### src/rtl/ddr_a2m_cmd_arb_pkg.sv
`default_nettype none
// ============================================================================
// Module   : ddr_a2m_cmd_arb_pkg
// Brief    : Shared constants, state encoding and AXI burst-size helper for
//            the AXI-to-MBA command scheduler.
// Revision : 1.0 - initial release
// ============================================================================
package ddr_a2m_cmd_arb_pkg;

    localparam int C_BYTES_W       = 13;
    localparam int C_MAX_BYTES_DEF = 256;

    localparam logic [2:0] C_SIZE_1B  = 3'd0;
    localparam logic [2:0] C_SIZE_2B  = 3'd1;
    localparam logic [2:0] C_SIZE_4B  = 3'd2;
    localparam logic [2:0] C_SIZE_8B  = 3'd3;
    localparam logic [2:0] C_SIZE_16B = 3'd4;

    typedef enum logic [0:0] {
        ST_IDLE  = 1'b0,
        ST_ISSUE = 1'b1
    } state_t;

    // Unsupported sizes report zero bytes; the caller treats zero as an error.
    function automatic logic [C_BYTES_W-1:0] axi_total_bytes(
        input logic [7:0] len,
        input logic [2:0] size
    );
        logic [C_BYTES_W-1:0] beats;
        beats = {5'd0, len} + 13'd1;
        if (size <= C_SIZE_16B)
            return beats << size;
        else
            return '0;
    endfunction

endpackage
`default_nettype wire

### src/rtl/ddr_a2m_chunk_calc.sv
`default_nettype none
// ============================================================================
// Module   : ddr_a2m_chunk_calc
// Brief    : Combinational chunk sizer: bytes to the next P_MAX_BYTES
//            boundary, clipped to the remaining burst length.
// Revision : 1.0 - initial release
// ============================================================================
module ddr_a2m_chunk_calc
    import ddr_a2m_cmd_arb_pkg::*;
#(
    parameter int P_ADDR_W    = 32,
    parameter int P_MAX_BYTES = C_MAX_BYTES_DEF
) (
    input  logic [P_ADDR_W-1:0]  addr,
    input  logic [C_BYTES_W-1:0] rem,
    output logic [C_BYTES_W-1:0] bytes,
    output logic                 last
);

    localparam int                   C_OFF_W = $clog2(P_MAX_BYTES);
    localparam logic [C_BYTES_W-1:0] C_MAX   = C_BYTES_W'(P_MAX_BYTES);

    logic [C_BYTES_W-1:0] w_room;

    // Room is never zero, so a burst ending on a boundary never yields an
    // empty trailing chunk.
    assign w_room = C_MAX - C_BYTES_W'(addr[C_OFF_W-1:0]);
    assign bytes  = (rem < w_room) ? rem : w_room;
    assign last   = (bytes == rem);

endmodule
`default_nettype wire

### src/rtl/ddr_a2m_cmd_arb.sv
`default_nettype none
// ============================================================================
// Module   : ddr_a2m_cmd_arb
// Brief    : AW/AR round-robin arbiter that splits INCR bursts into MBA
//            commands which never cross a P_MAX_BYTES boundary.
//            Define DDR_A2M_CMD_ARB_RDPRIO_EN for fixed read-over-write
//            priority on ties.
// Revision : 1.0 - initial release
// ============================================================================
module ddr_a2m_cmd_arb
    import ddr_a2m_cmd_arb_pkg::*;
#(
    parameter int P_ADDR_W    = 32,
    parameter int P_ID_W      = 4,
    parameter int P_MAX_BYTES = C_MAX_BYTES_DEF
) (
    input  logic                 ACLK,
    input  logic                 ARESETN,

    input  logic                 AWVALID,
    output logic                 AWREADY,
    input  logic [P_ADDR_W-1:0]  AWADDR,
    input  logic [7:0]           AWLEN,
    input  logic [2:0]           AWSIZE,
    input  logic [P_ID_W-1:0]    AWID,

    input  logic                 ARVALID,
    output logic                 ARREADY,
    input  logic [P_ADDR_W-1:0]  ARADDR,
    input  logic [7:0]           ARLEN,
    input  logic [2:0]           ARSIZE,
    input  logic [P_ID_W-1:0]    ARID,

    output logic                 MCMD_VALID,
    input  logic                 MCMD_READY,
    output logic                 MCMD_WR,
    output logic [P_ADDR_W-1:0]  MCMD_ADDR,
    output logic [C_BYTES_W-1:0] MCMD_BYTES,
    output logic [P_ID_W-1:0]    MCMD_ID,
    output logic                 MCMD_LAST,
    output logic                 ERR_PULSE
);

    state_t                r_state;
    state_t                w_state_nxt;
    logic                  r_last_wr;
    logic                  r_wr;
    logic [P_ADDR_W-1:0]   r_addr;
    logic [C_BYTES_W-1:0]  r_rem;
    logic [C_BYTES_W-1:0]  r_bytes;
    logic                  r_last;
    logic [P_ID_W-1:0]     r_id;
    logic                  r_err;

    logic                  w_idle;
    logic                  w_grant_wr;
    logic                  w_grant_rd;
    logic                  w_hs;
    logic                  w_hs_ok;
    logic                  w_hs_err;
    logic                  w_advance;

    logic [C_BYTES_W-1:0]  w_aw_total;
    logic [C_BYTES_W-1:0]  w_ar_total;
    logic [C_BYTES_W-1:0]  w_cap_total;
    logic [P_ADDR_W-1:0]   w_cap_raw;
    logic [2:0]            w_cap_size;
    logic [P_ADDR_W-1:0]   w_cap_addr;
    logic [P_ID_W-1:0]     w_cap_id;

    logic [P_ADDR_W-1:0]   w_calc_addr;
    logic [C_BYTES_W-1:0]  w_calc_rem;
    logic [C_BYTES_W-1:0]  w_calc_bytes;
    logic                  w_calc_last;

    assign w_aw_total = axi_total_bytes(AWLEN, AWSIZE);
    assign w_ar_total = axi_total_bytes(ARLEN, ARSIZE);

    always_comb begin
        w_grant_wr = 1'b0;
        w_grant_rd = 1'b0;
        if (AWVALID && ARVALID) begin
`ifdef DDR_A2M_CMD_ARB_RDPRIO_EN
            w_grant_rd = 1'b1;
`else
            w_grant_rd = r_last_wr;
            w_grant_wr = !r_last_wr;
`endif
        end else begin
            w_grant_wr = AWVALID;
            w_grant_rd = ARVALID;
        end
    end

    assign w_idle   = (r_state == ST_IDLE);
    assign AWREADY  = w_idle && w_grant_wr;
    assign ARREADY  = w_idle && w_grant_rd;
    assign w_hs     = AWREADY || ARREADY;

    assign w_cap_raw   = w_grant_wr ? AWADDR     : ARADDR;
    assign w_cap_size  = w_grant_wr ? AWSIZE     : ARSIZE;
    assign w_cap_total = w_grant_wr ? w_aw_total : w_ar_total;
    assign w_cap_id    = w_grant_wr ? AWID       : ARID;
    assign w_cap_addr  = w_cap_raw &
                         ~((P_ADDR_W'(1) << w_cap_size) - P_ADDR_W'(1));

    assign w_hs_err  = w_hs && (w_cap_total == '0);
    assign w_hs_ok   = w_hs && (w_cap_total != '0);
    assign w_advance = !w_idle && MCMD_READY && !r_last;

    // One sizer serves both the capture edge and every chunk advance.
    assign w_calc_addr = w_idle ? w_cap_addr  : (r_addr + P_ADDR_W'(r_bytes));
    assign w_calc_rem  = w_idle ? w_cap_total : (r_rem - r_bytes);

    ddr_a2m_chunk_calc #(
        .P_ADDR_W    (P_ADDR_W),
        .P_MAX_BYTES (P_MAX_BYTES)
    ) u_chunk_calc (
        .addr  (w_calc_addr),
        .rem   (w_calc_rem),
        .bytes (w_calc_bytes),
        .last  (w_calc_last)
    );

    always_ff @(posedge ACLK or negedge ARESETN) begin
        if (!ARESETN)
            r_state <= ST_IDLE;
        else
            r_state <= w_state_nxt;
    end

    always_comb begin
        w_state_nxt = r_state;
        case (r_state)
            ST_IDLE:  if (w_hs_ok) w_state_nxt = ST_ISSUE;
            ST_ISSUE: if (MCMD_READY && r_last) w_state_nxt = ST_IDLE;
            default:  w_state_nxt = ST_IDLE;
        endcase
    end

    always_ff @(posedge ACLK or negedge ARESETN) begin
        if (!ARESETN) begin
            r_last_wr <= 1'b1;
            r_wr      <= 1'b0;
            r_addr    <= '0;
            r_rem     <= '0;
            r_bytes   <= '0;
            r_last    <= 1'b0;
            r_id      <= '0;
            r_err     <= 1'b0;
        end else begin
            r_err <= w_hs_err;
            if (w_hs)
                r_last_wr <= w_grant_wr;
            if (w_hs_ok) begin
                r_wr    <= w_grant_wr;
                r_id    <= w_cap_id;
                r_addr  <= w_cap_addr;
                r_rem   <= w_cap_total;
                r_bytes <= w_calc_bytes;
                r_last  <= w_calc_last;
            end else if (w_advance) begin
                r_addr  <= w_calc_addr;
                r_rem   <= w_calc_rem;
                r_bytes <= w_calc_bytes;
                r_last  <= w_calc_last;
            end
        end
    end

    assign MCMD_VALID = (r_state == ST_ISSUE);
    assign MCMD_WR    = r_wr;
    assign MCMD_ADDR  = r_addr;
    assign MCMD_BYTES = r_bytes;
    assign MCMD_ID    = r_id;
    assign MCMD_LAST  = r_last;
    assign ERR_PULSE  = r_err;

endmodule
`default_nettype wire

### config.mk
export PLATFORM = sky130hd
export DESIGN_NAME = ddr_a2m_cmd_arb
export DESIGN_NICKNAME = d
export VERILOG_FILES = /design/src/rtl/ddr_a2m_cmd_arb_pkg.sv /design/src/rtl/ddr_a2m_chunk_calc.sv /design/src/rtl/ddr_a2m_cmd_arb.sv
export SDC_FILE = /design/constraint.sdc
export NUM_CORES = 1
export LEC_CHECK = 0
export BUFFER_PORTS_ARGS = -buffer_cell sky130_fd_sc_hd__buf_2
export CAP_MARGIN = 20
export CORE_MARGIN = 8
export CORE_UTILIZATION = 55
export CTS_BUF_LIST = sky130_fd_sc_hd__clkbuf_8
export DETAILED_ROUTE_END_ITERATION = 10
export PLACE_DENSITY = 0.81
export SYNTH_ARGS = -nofsm -noshare
export SYNTH_HDL_FRONTEND = slang
export SYNTH_SLANG_ARGS = --single-unit
export TNS_END_PERCENT = 100
### constraint.sdc
create_clock -name ACLK -period 5.7 [get_ports ACLK]
set_input_delay 0.285 -clock ACLK [delete_from_list [all_inputs] [get_ports ACLK]]
set_output_delay 0.285 -clock ACLK [all_outputs]
set_load 0.02 [all_outputs]
==> flow_metrics.tcl, run 1 <==
set metrics [dict create \
    final_layout_size_suffix_gt1_frac 0.2128 \
    global_route_usage_over_all_layers 0.2731 \
    slowest_stage "dfstp_2" \
    max-clock-path-buffers 2 \
    port_buffers 153 \
    p_per_area_nw_per_um2 616.7 \
    first_iter_violations 683 \
    critical_path.endpoint_type "flip-flop" \
    timing.final.crit_period_ns 5.108 \
    met1Wirelength_mm 9.514 \
    most-common-layout-cells "153 x buf_2, 102 x nand2_1, 67 x nor2_1, 65 x dfrtp_1, 62 x o21ai_0" \
    netSwitchingFraction 0.5131 \
    insertion_delay_ns 0.37 \
    lkg_pwr_uw 0.003670 \
    chipHeight_um 128.7 \
    layout.cells.most_common "buf_2" \
    worst_relative_slew_slack 0.2493 \
    tritoncts_num_sinks 67 \
    vias_in_the_first_global_route 7214 \
    n_antenna_cell 0 \
    outcome "completed" \
    timing.critical_path.required_ns 5.96 \
    multiInputGateArea_um2 4896 \
    timing.max_cap.violations 0 \
    async_flop_share 1.000 \
    setup.worst_path.start_class "flip-flop" \
    grt.overflow.total 0 \
    detailroute.wirelength.met2_mm 10.64 \
    critical_path.n_buffers_inverters 3 \
    layout-area-overhead-vs-synth_pct 14.75 \
    clkSlewWorstSetupHoldPaths_ns 0.08 \
    report.final.slew_viol_count 0 \
    grt_max_degree 68 \
    synth_sequential_area_ratio 0.2403 \
    power.sequential.fraction 0.179 \
    fin_crit_sh 0.8962 \
    num-nets-final 1167 \
    rsz0062_at_grt "no" \
    crit_top_cell "ha_1" \
    core-area_um2 12520 \
    pre_cts_ws_ns 0.5185 \
    io-pin-count 154 \
    detail_route.wl_per_cell_um 18.83 \
    tritoncts.num_buffers 9 \
    grt_antenna_before_repair 0 \
    worstSetupPathType "reg -> reg" \
    syn_nets 1049 \
    max_stage_delay_ns 0.60 \
    nFillCells 1190 \
    fp-row-count 41 \
    tightest_slew_ns 1.116 \
    drt_pass1_iterations 8 \
    cts-root-buf "clkbuf_8" \
    hold_violations 0 \
    synthesis.area_per_instance_um2 7.664 \
    cts_tree "done" \
    synthesis.yosys.warnings 0 \
    worst_slack_ns 0.5919 \
    die_w_um 128.7 \
    critical_path_fanout_max 27 \
    layout.area.seq_um2 1679 \
    synth_flop_cell "dfrtp_1" \
    timing.fmax_ghz 0.1958 \
    min_path_type "in -> async" \
    drtAntennaViolNets 0 \
    timing.critical_path.max_delay_family "compound AO/OA/AOI/OAI gates" \
    dp_hpwl_mm 17.17 \
    net-switching-power_uw 2535 \
    comb_power_share 0.729 \
    viasPerCell 6.312 \
    total_negative_setup_slack_ns 0 \
    count_of_flip_flops_with_a_built_in_enable_after_synthesis 0 \
    cts_resized 0 \
    met3WireLength_mm 1.792 \
    postCtsHoldBufs 0 \
    setup_viol 0 \
    wire_length_of_the_first_global_routing_pass_mm 36.38 \
    highest-signal-layer "met4" \
    dr_total_vias 7612 \
    cts_htree_levels 3 \
    synthesis.instances 911 \
    drc_errors 0 \
    crit_arrival_ns 5.37 \
    post_cts_buffers 0 \
    cp_cell_sequence "a21bo_2 -> buf_4 -> a32oi_1 -> ha_1 -> nand2_1 -> o21ai_0 -> inv_1 -> ha_1 -> nor4b_1 -> nand3b_1 -> xor2_1 -> ha_1 -> nor2b_1 -> o21ai_0 -> nand2b_1 -> a221oi_1 -> o21a_1 -> o211ai_1 -> buf_4 -> nor2_1 -> nor2_1 -> a22o_1" \
    synth-seq-cells 67 \
    dieArea_um2 16550 \
    gp_congestion 0.9570 \
    power.share.clock 0.092 \
    internal-power_uw 2406 \
    synth.lib_cells_used.distinct 79 \
    initial_core_util 0.5578 \
    power.ir.vdd_worst_mv 0.2350 \
    netlist_area_um2 6982 \
    fin_skew_ns 0.009491 \
    postRouteWirelength_mm 22.71 \
]
-- power by group through the flow --
| stage | combinational [µW] | sequential [µW] | clock, µW |
|---|---|---|---|
| after floorplan | 2550 | 1010 | 0 |
| after global placement | 3470 | 878 | 0 |
| after detailed placement | 3530 | 885 | 0 |
| after CTS | 3550 | 879 | 455 |
| after global routing | 3980 | 913 | 474 |
| final | 3600 | 884 | 452 |
-- cells by family (layout without fill, tap and decap cells) --
| family | count (synthesis) | count (layout) | synth area share |
|---|---|---|---|
| fa+ha+maj | 39 | 39 | 0.07204 |
| compound gates | 300 | 300 | 0.2875 |
| xor+xnor | 37 | 37 | 0.04642 |
| flops | 67 | 67 | 0.2403 |
| mux | 33 | 33 | 0.05072 |
| simple gates | 337 | 337 | 0.2430 |
| buf+inv | 98 | 221 | 0.06004 |
-- state kept, by name (all words and copies together), names as in the netlist --
name,count
MCMD_WR,1
MCMD_BYTES,13
MCMD_VALID,1
r_last_wr,1
MCMD_LAST,1
ERR_PULSE,1
MCMD_ID,4
r_rem,13
MCMD_ADDR,32
-- cells in the mapped netlist, drive strengths merged (7+ instances only) --
cell / number / share of area
inv: 41 / 0.022
and3: 10 / 0.0090
nor2: 67 / 0.036
mux2: 9 / 0.015
nor2b: 10 / 0.0090
dfrtp: 66 / 0.24
nor3: 20 / 0.014
or2: 9 / 0.0081
nand2: 102 / 0.055
a21boi: 7 / 0.0081
nor4: 8 / 0.0072
and2: 11 / 0.010
a221oi: 7 / 0.0088
buf: 22 / 0.019
o22ai: 12 / 0.011
nand2b: 12 / 0.011
nand4: 7 / 0.0063
a22oi: 11 / 0.012
xor2: 9 / 0.011
o21ai: 64 / 0.046
clkbuf: 35 / 0.019
a211oi: 14 / 0.015
nand3: 38 / 0.027
or3: 9 / 0.0081
a21oi: 63 / 0.046
a21o: 11 / 0.012
a31oi: 25 / 0.022
mux2i: 23 / 0.033
ha: 37 / 0.066
xnor2: 28 / 0.035
o31ai: 8 / 0.0086
o211ai: 14 / 0.015
-- final timing paths --
check	start	end	slack, ns	depth (start not counted)
min in group ACLK	ARVALID	r_last_wr$_DFFE_PN1P_	0.15	2
setup / recovery	r_last_wr$_DFFE_PN1P_	MCMD_BYTES[6]$_DFFE_PN0P_	0.59	22
hold / removal	ARESETN	MCMD_ADDR[12]$_DFFE_PN0P_	0.11	2
setup reg to reg	r_last_wr$_DFFE_PN1P_	MCMD_BYTES[6]$_DFFE_PN0P_	0.59	22
max in group asynchronous	ARESETN	MCMD_VALID$_DFF_PN0_	4.96	2
hold reg to reg	MCMD_WR$_DFFE_PN0P_	MCMD_WR$_DFFE_PN0P_	0.51	1
-- cell type report --
| cell class | count | area share |
|---|---|---|
| multi-input combinational | 746 | 0.6111 |
| sequential | 67 | 0.2096 |
| timing repair buffer | 164 | 0.1059 |
| tap | 172 | 0.02686 |
| inverter | 41 | 0.01921 |
| clock buffer | 10 | 0.01718 |
| clock inverter | 6 | 0.01015 |
-- per-stage QoR --
| stage | total power (µW) | hold WS [ns] | util | instances | cell area (µm²) |
|---|---|---|---|---|---|
| after detailed placement | 4414 | 0.4954 | 0.6220 | 1189 | 7785 |
| after floorplan | 3554 | -0.01059 | - | 911 | 6982 |
| after CTS | 4888 | 0.1462 | 0.6394 | 1205 | 8004 |
| final | 4941 | 0.1056 | 0.6400 | 1206 | 8011 |
| after global placement | 4351 | 0.4849 | 0.6220 | 1189 | 7785 |
| after global routing | 5365 | 0.1705 | 0.6400 | 1206 | 8011 |
-- routing by layer --
layer | track usage | up-vias
met4 | 0.1265 | 0
li1 | - | 3642
met3 | 0.04551 | 57
met2 | 0.4344 | 343
met5 | 0 | -
met1 | 0.3553 | 3570
Note: power is estimated with default switching activity, not from simulation.
==> run 2, diff against run 1 <==
- ABC_AREA: default -> 1
- CAP_MARGIN: 20 -> default
==> run 2 against run 1 <==
Hold slack gained 0.0062 ns. Critical path type unchanged. Final area grew 0.67%. Area after synthesis grew 0.97%. Clock skew grew 0.0034 ns.
==> flow_metrics.tcl, run 2 <==
set metrics [dict create \
    synthesis.instances 1116 \
    hold_violations 0 \
    grt_antenna_before_repair 0 \
    chipHeight_um 129.2 \
    synth_xor_xnor_area_share 0.01988 \
    final_hold_slack_ns 0.1118 \
    power.ir.vdd_worst_mv 0.4363 \
    drc_errors 0 \
    synth-compound-area-share 0.1589 \
    fp-row-count 41 \
    tightest_slew_ns 1.079 \
    largest_register_ff_count 32 \
    p_per_area_nw_per_um2 727.8 \
    max-clock-path-buffers 2 \
    internal-power_uw 2557 \
    synth-seq-cells 67 \
    gp_congestion 0.9358 \
    netSwitchingFraction 0.5645 \
    worst_relative_slew_slack 0.2809 \
    layout.area.seq_um2 1678 \
    layout.cells.most_common "nand2_1" \
    core-area_um2 12570 \
    min_path_type "in -> async" \
    synth_flop_cell "dfrtp_1" \
    detail_route.wl_per_cell_um 15.93 \
    layout-area-overhead-vs-synth_pct 14.41 \
    syn_nets 1254 \
    power.share.clock 0.073 \
    tritoncts_num_sinks 67 \
    multiInputGateArea_um2 4647 \
    crit_arrival_ns 5.39 \
    worstSetupPathType "reg -> reg" \
    report.final.slew_viol_count 0 \
    dp_hpwl_mm 17.48 \
    viasPerCell 5.703 \
    clkSlewWorstSetupHoldPaths_ns 0.08 \
    cts_htree_levels 3 \
    io-pin-count 154 \
    synthesis.yosys.warnings 0 \
    global_route_usage_over_all_layers 0.2649 \
    final_layout_size_suffix_gt1_frac 0.1767 \
    insertion_delay_ns 0.38 \
    synthMuxAreaShare 0.03266 \
    tritoncts.num_buffers 9 \
    num-nets-final 1384 \
    setup_viol 0 \
    initial_core_util 0.5609 \
    most-common-layout-cells "292 x nand2_1, 153 x buf_2, 149 x nand3_1, 130 x inv_1, 109 x nor2_1" \
    total_negative_setup_slack_ns 0 \
    fin_skew_ns 0.01286 \
    drtAntennaViolNets 0 \
    synth-simple-area-share 0.3761 \
    port_buffers 153 \
    timing.fmax_ghz 0.1969 \
    first_iter_violations 937 \
    cts_tree "done" \
    rsz0062_at_grt "no" \
    combinational_family_with_the_most_area_after_synthesis "simple AND/OR/NAND/NOR gates" \
    synthTopCellsByArea "dfrtp_1 23%, nand2_1 16%, nand3_1 11%" \
    timing.max_cap.violations 0 \
    postRouteWirelength_mm 22.66 \
    critical_path_fanout_max 33 \
    outcome "completed" \
    die_w_um 129.2 \
    cts-root-buf "clkbuf_8" \
    drt_pass1_iterations 6 \
    synth.lib_cells_used.distinct 51 \
    synth.cells.most_frequent "293 x nand2_1, 149 x nand3_1, 130 x inv_1" \
    nFillCells 1233 \
    n_antenna_cell 0 \
    vias_in_the_first_global_route 7289 \
    timing.critical_path.required_ns 6.01 \
    synth_sequential_area_ratio 0.2380 \
    comb_power_share 0.773 \
    critical_path.endpoint_type "flip-flop" \
    netlist_area_um2 7049 \
    net-switching-power_uw 3314 \
    grt_max_degree 89 \
    post-synth-top-count-cell "nand2_1" \
    count_of_flip_flops_with_a_built_in_enable_after_synthesis 0 \
    power.sequential.fraction 0.153 \
    synth_area_leader "dfrtp_1" \
    async_flop_share 1.000 \
    fin_crit_sh 0.8909 \
    grt.overflow.total 0 \
    yosys.area_share.adder 0.07135 \
    dr_total_vias 8116 \
    timing.final.crit_period_ns 5.078 \
    synthesis.area_per_instance_um2 6.317 \
    yosysTopAreaCellShare 0.2343 \
    wire_length_of_the_first_global_routing_pass_mm 35.52 \
    setup.worst_path.start_class "flip-flop" \
    dieArea_um2 16700 \
    lkg_pwr_uw 0.004325 \
]
[run 2: cell types whose count changed in the layout (fill, tap and decap cells not counted), moves of 11 or more]
cell      change
a211oi_1     -12
mux2i_1      -12
xnor2_1      -19
inv_1        +87
o22ai_1      -12
nand2_1     +190
nand2b_1     -12
a31oi_1      -18
nand3_1     +111
a22oi_1      -11
a21oi_1      -18
nor2_1       +42
[run 2: final timing paths]
path | cells after the start | slack [ns] | startpoint | end
min in group ACLK | 4 | 0.17 | MCMD_READY | MCMD_VALID$_DFF_PN0_
worst max register to register | 26 | 0.62 | r_last_wr$_DFFE_PN1P_ | MCMD_LAST$_DFFE_PN0P_
worst min register to register | 2 | 0.49 | MCMD_ID[0]$_DFFE_PN0P_ | MCMD_ID[0]$_DFFE_PN0P_
worst min-delay path | 2 | 0.11 | ARESETN | MCMD_ADDR[20]$_DFFE_PN0P_
worst max-delay path | 26 | 0.62 | r_last_wr$_DFFE_PN1P_ | MCMD_LAST$_DFFE_PN0P_
max in group asynchronous | 2 | 4.97 | ARESETN | MCMD_ADDR[4]$_DFFE_PN0P_
[run 2: cells by family after synthesis]
group | count (synthesis)
AO/OA/AOI/OAI | 185
XOR/XNOR | 16
adder cells (fa/ha/maj) | 39
buffers and inverters | 177
flip-flops | 67
multiplexers | 19
AND/OR/NAND/NOR | 613
[run 2: per-stage QoR]
stage / std cells / util / setup WS, ns / total power (µW) / instance area, µm²
floorplan: 1116 / - / 1.643 / 4250 / 7049
global placement: 1407 / 0.6256 / 0.6250 / 5222 / 7863
detailed placement: 1407 / 0.6256 / 0.4622 / 5321 / 7863
CTS: 1423 / 0.6415 / 0.4479 / 5784 / 8063
global route: 1423 / 0.6417 / 0.2343 / 6435 / 8065
finish: 1423 / 0.6417 / 0.6220 / 5870 / 8065
[run 2: power groups by stage]
| stage | combinational [µW] | clock [µW] | sequential (µW) |
|---|---|---|---|
| final | 4540 | 430 | 901 |
| after global routing | 5050 | 454 | 931 |
| after CTS | 4450 | 434 | 895 |
| after detailed placement | 4420 | 0 | 905 |
| after global placement | 4330 | 0 | 893 |
| after floorplan | 3190 | 0 | 1060 |
[run 2: cell type report]
| cell class | count | area share |
|---|---|---|
| clock buffers | 9 | 0.01536 |
| clock inverters | 7 | 0.009463 |
| inverters | 137 | 0.06376 |
| multi-input cells | 872 | 0.5762 |
| flip-flops and latches | 67 | 0.2080 |
| well taps | 172 | 0.02668 |
| repair buffers | 159 | 0.1005 |
[run 2: metal layers]
metal,global-route usage,wire length [µm],up-vias
met5,0,0,-
met4,0.09261,607,0
met3,0.04725,1820,48
met2,0.4096,10230,353
met1,0.3627,10000,3735
li1,-,-,3980
[run 2: what timing repair did]
item | 4_1_cts | 5_1_grt
setup endpoints to repair | 0 | 5
buffers inserted | 0 | 0
hold buffers | 0 | 0
gates resized for setup | 0 | 1
[run 2: worst max-delay path, stage by stage, from the launching register on]
cell	delay, ns
dfstp_2	0.54
nand2_1	0.09
nand2_2	0.35
nand2_1	0.19
nand2_2	0.16
nand2_1	0.09
or2_2	0.29
ha_1	0.27
o21ai_1	0.05
o21ai_0	0.15
o21ai_0	0.19
ha_1	0.35
xnor2_1	0.33
ha_1	0.31
a21oi_1	0.13
nor2_1	0.05
a211oi_1	0.22
nand2_1	0.08
nand2_1	0.06
nand2_1	0.04
nor2_1	0.13
nand2_2	0.33
nand3_1	0.18
nand3_1	0.09
nor2_1	0.15
nand4_1	0.11
nand2_1	0.07
